**src/rtl/fifo_pkg.sv**
```systemverilog
// Shared FIFO helpers: Gray/binary pointer conversion and depth derivation.
// The conversions run on a 32-bit zero-extended value; callers truncate to pointer width.
package fifo_pkg;

  localparam int DEF_ADDR_WIDTH = 3;
  localparam int DEPTH          = 1 << DEF_ADDR_WIDTH;

  function automatic int fifo_depth(input int aw);
    return 1 << aw;
  endfunction

  function automatic logic [31:0] bin2gray(input logic [31:0] b);
    return b ^ (b >> 1);
  endfunction

  // Prefix XOR from the MSB down, done with doubling shifts.
  function automatic logic [31:0] gray2bin(input logic [31:0] g);
    logic [31:0] b;
    b = g;
    for (int s = 1; s < 32; s = s * 2) begin
      b = b ^ (b >> s);
    end
    return b;
  endfunction

endpackage

```
**src/rtl/fifo_gray2bin.sv**
```systemverilog
// Combinational Gray-to-binary conversion of a synchronised pointer.
// Shared by the write- and read-side controllers.
module fifo_gray2bin
  import fifo_pkg::*;
#(
  parameter int W = 4
) (
  input  logic [W-1:0] gray,
  output logic [W-1:0] bin
);

  assign bin = W'(gray2bin(32'(gray)));

endmodule

```
**src/rtl/fifo_wr_arbiter.sv**
```systemverilog
// FIFO write-side controller: round-robin sharing of the RAM write port,
// binary/Gray write pointer ownership, and registered full/almost-full flags.
module fifo_wr_arbiter
  import fifo_pkg::*;
#(
  parameter int DATAWIDTH  = 8,
  parameter int ADDR_WIDTH = 3,
  parameter int NREQ       = 4,
  parameter int AFULL_TH   = 6
) (
  input  logic                      wclk,
  input  logic                      wrst_n,
  input  logic [NREQ-1:0]           req,
  input  logic [NREQ*DATAWIDTH-1:0] req_data,
  input  logic [ADDR_WIDTH:0]       wq2_rptr,
  output logic [NREQ-1:0]           grant,
  output logic                      wclken,
  output logic [ADDR_WIDTH-1:0]     waddr,
  output logic [DATAWIDTH-1:0]      wdata,
  output logic [ADDR_WIDTH:0]       wptr,
  output logic                      wfull,
  output logic                      walmost_full
);

  localparam int PW = ADDR_WIDTH + 1;
  localparam int LW = $clog2(NREQ);
  localparam logic [LW-1:0] LAST_RST  = LW'(NREQ - 1);
  // Full means the write Gray pointer equals the read one with its top two bits inverted.
  localparam logic [PW-1:0] FULL_MASK = PW'(3) << (ADDR_WIDTH - 1);

  logic [PW-1:0] wbin;
  logic [PW-1:0] wbin_next;
  logic [PW-1:0] wgray_next;
  logic [PW-1:0] rbin;
  logic [PW-1:0] occ;
  logic [LW-1:0] last;
  logic [LW-1:0] win;
  logic [LW-1:0] idx;
  logic          found;

  fifo_gray2bin #(.W(PW)) u_rptr_g2b (
    .gray (wq2_rptr),
    .bin  (rbin)
  );

  always_comb begin
    found = 1'b0;
    win   = last;
    idx   = last;
    for (int k = 1; k <= NREQ; k++) begin
      idx = LW'((int'(last) + k) % NREQ);
      if (!found && req[idx]) begin
        found = 1'b1;
        win   = idx;
      end
    end
    if (!wrst_n || wfull) begin
      found = 1'b0;
    end
  end

  always_comb begin
    grant = '0;
    wdata = '0;
    if (found) begin
      grant[win] = 1'b1;
      wdata      = req_data[win*DATAWIDTH +: DATAWIDTH];
    end
  end

  assign wclken     = |grant;
  assign waddr      = wbin[ADDR_WIDTH-1:0];
  assign wbin_next  = wbin + PW'(wclken);
  assign wgray_next = PW'(bin2gray(32'(wbin_next)));
  assign occ        = wbin_next - rbin;

  // Flags compare against the lagging synchronised read pointer, so they release late, never early.
  always_ff @(posedge wclk or negedge wrst_n) begin
    if (!wrst_n) begin
      wbin         <= '0;
      wptr         <= '0;
      wfull        <= 1'b0;
      walmost_full <= 1'b0;
      last         <= LAST_RST;
    end else begin
      wbin         <= wbin_next;
      wptr         <= wgray_next;
      wfull        <= (wgray_next == (wq2_rptr ^ FULL_MASK));
      walmost_full <= (int'(occ) >= AFULL_TH);
      if (wclken) begin
        last <= win;
      end
    end
  end

endmodule

```
**config.mk**
```make
export PLATFORM = sky130hd
export DESIGN_NAME = fifo_wr_arbiter
export DESIGN_NICKNAME = d
export VERILOG_FILES = /design/src/rtl/fifo_pkg.sv /design/src/rtl/fifo_gray2bin.sv /design/src/rtl/fifo_wr_arbiter.sv
export SDC_FILE = /design/constraint.sdc
export NUM_CORES = 1
export LEC_CHECK = 0
export CORE_MARGIN = 1
export CORE_UTILIZATION = 37
export CTS_CLUSTER_DIAMETER = 40
export DETAILED_ROUTE_END_ITERATION = 12
export PLACE_DENSITY_LB_ADDON = 0.2
export SLEW_MARGIN = 40
export SYNTH_ARGS = -nofsm -noshare
export SYNTH_HDL_FRONTEND = slang
export SYNTH_SLANG_ARGS = --single-unit
```
**constraint.sdc**
```tcl
create_clock -name wclk -period 2.88 [get_ports wclk]
set_input_delay 0.864 -clock wclk [delete_from_list [all_inputs] [get_ports wclk]]
set_output_delay 0.864 -clock wclk [all_outputs]
set_load 0.02 [all_outputs]
```
# --- Word level (Yosys, flattened, before mapping) ---
# Index checks and enable logic that the tools add are counted.
op_classes:
  add_sub_neg: 6
  order_cmp: 7
  eq_ne: 1
  shift: 1
  mux: 21
  bitwise_logic: 7
  reduce_logical: 10
op_table:
  columns: ["op", "count"]
  rows:
  - ["$shiftx A32 B6 Y8", 1]
  - ["$xor A20 B20 Y20 const B", 1]
  - ["$lt A2 B3 Y1 const B", 5]
  - ["$mux W1", 10]
  - ["$bmux W1 S2", 4]
  - ["$mux W2", 4]
  - ["$mux W8", 1]
  - ["$xor A4 B3 Y4", 2]
  - ["$add A2 B1 Y2 const B", 2]
  - ["$add A2 B2 Y2 const B", 2]
  - ["$add A4 B1 Y4", 1]
  - ["$eq A4 B4 Y1", 1]
  - ["$ge A4 B3 Y1 const B", 1]
  - ["$logic_and A1 B1 Y1", 4]
  - ["$logic_not A1 Y1", 4]
  - ["$mux W4", 1]
  - ["$reduce_or A4 Y1", 1]
  - ["$sub A4 B4 Y4", 1]
  - ["$xor A4 B1 Y4 const B", 1]
  - ["$xor A4 B2 Y4", 1]
  - ["$xor A4 B4 Y4", 1]
  - ["$demux W1 S2", 1]
  - ["$ge A2 B1 Y1 const B", 1]
  - ["$not A2 Y2", 1]
  - ["$logic_or A1 B1 Y1", 1]
word_totals:
  regBits: 12
  word_cells: 58

# --- Logic depth before layout (Yosys ltp) ---
logic_depth:
  depth_word: 22
  mapped_depth: 10
  mapped_depth_nobuf: 10

# --- Cells and area by module ---
# Synthesis repeated with hierarchy kept, for this count alone.
hier_totals:
  cells_unflattened: 97
  hier_area_um2: 1009.7
by_module_without_submodules:
  columns: ["mod", "n_inst", "cells_per_inst", "area_each_um2", "seq_area_each_um2"]
  rows:
  - ["fifo_wr_arbiter", 1, 92, 959.7, 277.8]
  - ["fifo_gray2bin", 1, 5, 50.0, 0.0]

# --- Worst setup path after synthesis ---
# OpenSTA, ideal clock, no wires.
synth_timing:
  path_type: "input port to flip-flop"
  from: "input port req[3]"
  to: "register walmost_full"
  setup_ps: 124
  arrival_ps: 3002
  path_slack_ps: -245
  cell_stages: 9
  path_buffers: 0
  path_cell_list: "nor4_1 > nor3b_2 > ha_1 > ha_1 > xor2_1 > ha_1 > a21oi_1 > xnor3_1 > o21bai_1"
synth_between:
  elab_chain_cells: 21
  word_cells_on_any_way: 33
  cone_classes: "add/sub (2); order compare (3); mux (20); reduce/logical (8)"
synth_rtl:
  columns: ["item", "line", "rtl"]
  rows:
  - ["start, declared", "fifo_wr_arbiter.sv:13", "input logic [NREQ-1:0] req,"]
  - ["$bmux W1 S2", "fifo_wr_arbiter.sv:52", "if (!found && req[idx]) begin"]
  - ["$mux W1 (implied by the code)", "fifo_wr_arbiter.sv:52", null]
  - ["$mux W1", "fifo_wr_arbiter.sv:52", null]
  - ["$logic_not A1 Y1", "fifo_wr_arbiter.sv:52", null]
  - ["$logic_and A1 B1 Y1", "fifo_wr_arbiter.sv:52", null]
  - ["$mux W1", "fifo_wr_arbiter.sv:52", null]
  - ["$logic_not A1 Y1", "fifo_wr_arbiter.sv:52", null]
  - ["$logic_and A1 B1 Y1", "fifo_wr_arbiter.sv:52", null]
  - ["(+7 left out)", null, null]
  - ["$demux W1 S2", "fifo_wr_arbiter.sv:66", "grant[win] = 1'b1;"]
  - ["$mux W4 *", "fifo_wr_arbiter.sv:65", "if (found) begin"]
  - ["$reduce_or A4 Y1 *", "fifo_wr_arbiter.sv:71", "assign wclken = |grant;"]
  - ["via wclken", "fifo_wr_arbiter.sv:17", "output logic wclken,"]
  - ["$add A4 B1 Y4 *", "fifo_wr_arbiter.sv:73", "assign wbin_next = wbin + PW'(wclken);"]
  - ["via wbin_next[2]", "fifo_wr_arbiter.sv:32", "logic [PW-1:0] wbin_next;"]
  - ["$sub A4 B4 Y4 *", "fifo_wr_arbiter.sv:75", "assign occ = wbin_next - rbin;"]
  - ["$ge A4 B3 Y1 *", "fifo_wr_arbiter.sv:89", "walmost_full <= (int'(occ) >= AFULL_TH);"]
  - ["end signal, assigned", "fifo_wr_arbiter.sv:89", null]
  - ["end, declared", "fifo_wr_arbiter.sv:22", "output logic walmost_full"]
# Mark *: on every way through the listed nets, which the timed path passes. The rest lies on a longest branch. The select of a mux whose other input is x is not followed.
# A chain may end at the register's enable or synchronous reset.

# --- Worst setup path in the final report ---
layout_timing:
  from: "input port req[1]"
  to: "output port grant[1]"
layout_between:
  elab_chain_cells: 17
  word_cells_on_any_way: 29
  cone_classes: "order compare (2); mux (20); reduce/logical (7)"
layout_rtl:
  columns: ["item", "line", "rtl"]
  rows:
  - ["$bmux W1 S2", "fifo_wr_arbiter.sv:52", null]
  - ["$mux W1 (implied by the code)", "fifo_wr_arbiter.sv:52", null]
  - ["$mux W1", "fifo_wr_arbiter.sv:52", null]
  - ["$logic_not A1 Y1", "fifo_wr_arbiter.sv:52", null]
  - ["$logic_and A1 B1 Y1", "fifo_wr_arbiter.sv:52", null]
  - ["$mux W1", "fifo_wr_arbiter.sv:52", null]
  - ["$logic_not A1 Y1", "fifo_wr_arbiter.sv:52", null]
  - ["$logic_and A1 B1 Y1", "fifo_wr_arbiter.sv:52", null]
  - ["$mux W1", "fifo_wr_arbiter.sv:52", null]
  - ["$logic_not A1 Y1", "fifo_wr_arbiter.sv:52", null]
  - ["$logic_and A1 B1 Y1", "fifo_wr_arbiter.sv:52", null]
  - ["$mux W2", "fifo_wr_arbiter.sv:52", null]
  - ["$lt A2 B3 Y1 (implied by the code) / $ge A2 B1 Y1 (equally long branches)", "fifo_wr_arbiter.sv:66", null]
  - ["$logic_and A1 B1 Y1 (implied by the code)", "fifo_wr_arbiter.sv:66", null]
  - ["$mux W1 (implied by the code)", "fifo_wr_arbiter.sv:66", null]
  - ["$demux W1 S2", "fifo_wr_arbiter.sv:66", null]
  - ["$mux W4 *", "fifo_wr_arbiter.sv:65", null]
  - ["end, declared", "fifo_wr_arbiter.sv:16", "output logic [NREQ-1:0] grant,"]
# Mark *: on every way between the ends. The rest lies on a longest branch, timed or not. The select of a mux whose other input is x is not followed.

==> summary.txt <==
Met3 WL: 211 um
Mapped cell area: 1070 sq um
Row cnt: 19
# diodes: 0
R2R setup slack: 0.57 ns
Cell Area, Placed: 2050 sq um
Vias in the first global route: 1,473
Post-DP HPWL: 2570 um
H-tree depth: 1
CTS tree: yes
Clock Tree Root: clkbuf_4
Max Fanout on Critical Path: 4
Leak: 1.09 nW
GRT overflow: 0
Final Hold Fails: 0
Achievable Freq: 302 MHz
Clk_skew: 0.00114 ns
Layout area overhead: 133%
Final Critical Period: 3.31 ns
Hold crit path type: reg2reg
Drt initial violations: 102
Status: finished, violations left
Clk_lat worst skew: 0.28 ns
Routed Antenna Nets: 0
Post-route design area: 2490 sq um
Failing checks: negative setup slack
Clock Path Buffers: 2
Wire per inst: 21.1 um
# clock sinks: 11
I/O pin count: 64
Hold_buf cts: 0
Final setup vio count: 14
Fraction of layout cells with a size suffix above 1: 51.6%
CP Capture Type: output pin
Critical path data required time: 2.02 ns
Max Used Layer: met4
Total global-route track usage: 29.9%
Number of flops mapped to enable cells by yosys: 0
Die span in y: 55.8 um
Met2 Wirelength: 2760 um
Final WS setup: -0.433 ns
Placer Congestion: 0.899
Yosys warns: 0
Maximum VDD drop: 0.000999 V
Rel. slew slack: 74.4%
CORE AREA: 2760 sq um
Worst r2r src: wfull$_DFF_PN0_
Clk slew on worst S/H paths: 0.08 ns
Hold_sp: last[0]$_DFFE_PN1N_
Cell count after placement: 223
Ys flop type: dfrtp_1
M1 wire length: 1990 um
Crit start category: primary input
Die width: 55.8 um
Cell Count, Final, Fillers Out: 248
Seq/Total Area, Yosys: 26.0%
Max Cap Viol: 0
First-pass GRT wire length: 7070 um
Capture point of the worst reg-to-reg path: wfull$_DFF_PN0_
Die area: 3110 sq um
WHS Endpoint: last[0]$_DFFE_PN1N_
Vias: 1,386
Initial antenna violation count: 0
Hold depth: 1
Syn Inst Count: 107
RSZ-0062 raised after global routing: yes
DRC: 0
Pin count of the biggest net entering global routing: 12
Via density: 5.59
Distinct cell type count after synthesis: 35
Initial Util: 38.8%
Post-synthesis area per instance: 10.0 sq um
Number of port buffers: 63
WHS: 0.594 ns
Tcrit/Tclk final: 115%
Pre-CTS WS: -1.06 ns
Crit path arrival time: 2.45 ns
Syn nets: 155
#FFs+latches synth: 11
Num CTS Buffers: 3
Fin nets: 266
1st-pass router iterations: 4
Slew Limit Fails: 0
DRT Wirelength: 5230 um
Slew at the pin closest to its max-slew limit: 0.384 ns
Pwr Density: 1010 nW/um^2
Worst Reg-to-Reg Cells: 11
CP Class: in2out
Setup TNS: -3.21 ns
Async SR Flop Fraction: 100%
-- final cells by class --
| type | instances | area, sq um |
|---|---|---|
| Inverter | 5 | 18.8 |
| Fill cell | 109 | 269 |
| Clock buffer | 4 | 26.3 |
| Timing Repair Buffer | 108 | 1070 |
| Tap cell | 31 | 38.8 |
| Multi-Input combinational cell | 89 | 1050 |
| Sequential cell | 11 | 278 |
-- routing by layer --
metal / global-route usage, % / up-vias
met2: 53.2 / 76
met4: 15.7 / 0
met1: 34.7 / 674
li1: - / 610
met5: 0 / -
met3: 3.95 / 26
-- how the worst max path moves through the flow --
stage	cells past startpoint	slack [ns]	to	from
global route	8	-0.44	grant[1]	req[1]
CTS	8	-0.25	grant[1]	req[1]
finish	8	-0.43	grant[1]	req[1]
detailed placement	8	-1.06	wdata[0]	req[1]
floorplan	5	-0.008	grant[1]	req[1]
global placement	7	-1.03	grant[1]	req[1]
-- layout by cell type, fill, tap and decap left out, types with 3 or more instances in the layout --
| cell type | instances |
|---|---|
| buf_12 | 3 |
| buf_4 | 32 |
| buf_6 | 22 |
| clkbuf_4 | 3 |
| clkdlybuf4s50_1 | 45 |
| dfrtp_1 | 9 |
| ha_4 | 4 |
| inv_1 | 5 |
| mux2i_1 | 14 |
| mux2i_2 | 4 |
| nand2_1 | 3 |
| nand2b_1 | 4 |
| nor2_1 | 3 |
| nor2_4 | 3 |
| o22ai_2 | 9 |
| xnor2_1 | 3 |
| xor2_1 | 4 |
| xor2_2 | 3 |
-- stage by stage --
stage | total power [mW] | utilization, %
after detailed placement | 1.88 | 74.5
final | 2.52 | 90.2
after floorplan | 1.27 | -
after global routing | 2.63 | 90.2
after CTS | 2.29 | 86.3
after global placement | 1.83 | 74.5
-- cells in the mapped netlist (2+ instances only) --
cell type	n	area share, %
buf_6	2	2.1
dfstp_2	2	4.9
ha_1	5	5.8
nor3b_2	2	2.3
o22ai_1	9	5.3
xnor2_1	4	3.3
nand3_1	2	0.94
a21oi_1	2	0.94
nand2b_1	6	3.5
nor2_1	4	1.4
nand2_1	5	1.8
inv_1	5	1.8
dfrtp_1	9	21
nor2b_1	2	1.2
nor3_1	3	1.4
mux2i_1	19	18
xor2_1	8	6.5
-- flip-flops by register name (all words and copies together), names as in the netlist --
register	cells
wbin	4
wptr	3
last	2
walmost_full	1
wfull	1
-- report_power, final --
part	switching [mW]	leakage [nW]	total (mW)	internal, mW
registers	0.0811	0.128	0.326	0.245
logic	0.964	0.952	2.08	1.11
clock network	0.0629	0.0150	0.117	0.0538
-- critical path, cell delays in order --
cell and delay [ns]:
buf_8 0.10, mux2_4 0.26, o32a_1 0.31, o21ai_2 0.22, mux2i_2 0.32, buf_4 0.16
nor3b_2 0.04, buf_4 0.15
-- repair_timing --
action	CTS	global route
setup endpoints to repair	16	14
pin swaps	17	13
setup buffers	14	5
resized for setup	120	18
cloned	3	0
-- logic make-up after synthesis --
group                    Yosys count  synth area share, %
buffers and inverters              9                 5.03
multiplexers                      20                 19.2
flip-flops                        11                 26.0
AND/OR/NAND/NOR                   28                 16.5
adder cells (fa/ha/maj)            6                 7.72
XOR/XNOR                          13                 11.9
AO/OA/AOI/OAI                     20                 13.7
Power figures use the tool's default switching activity.
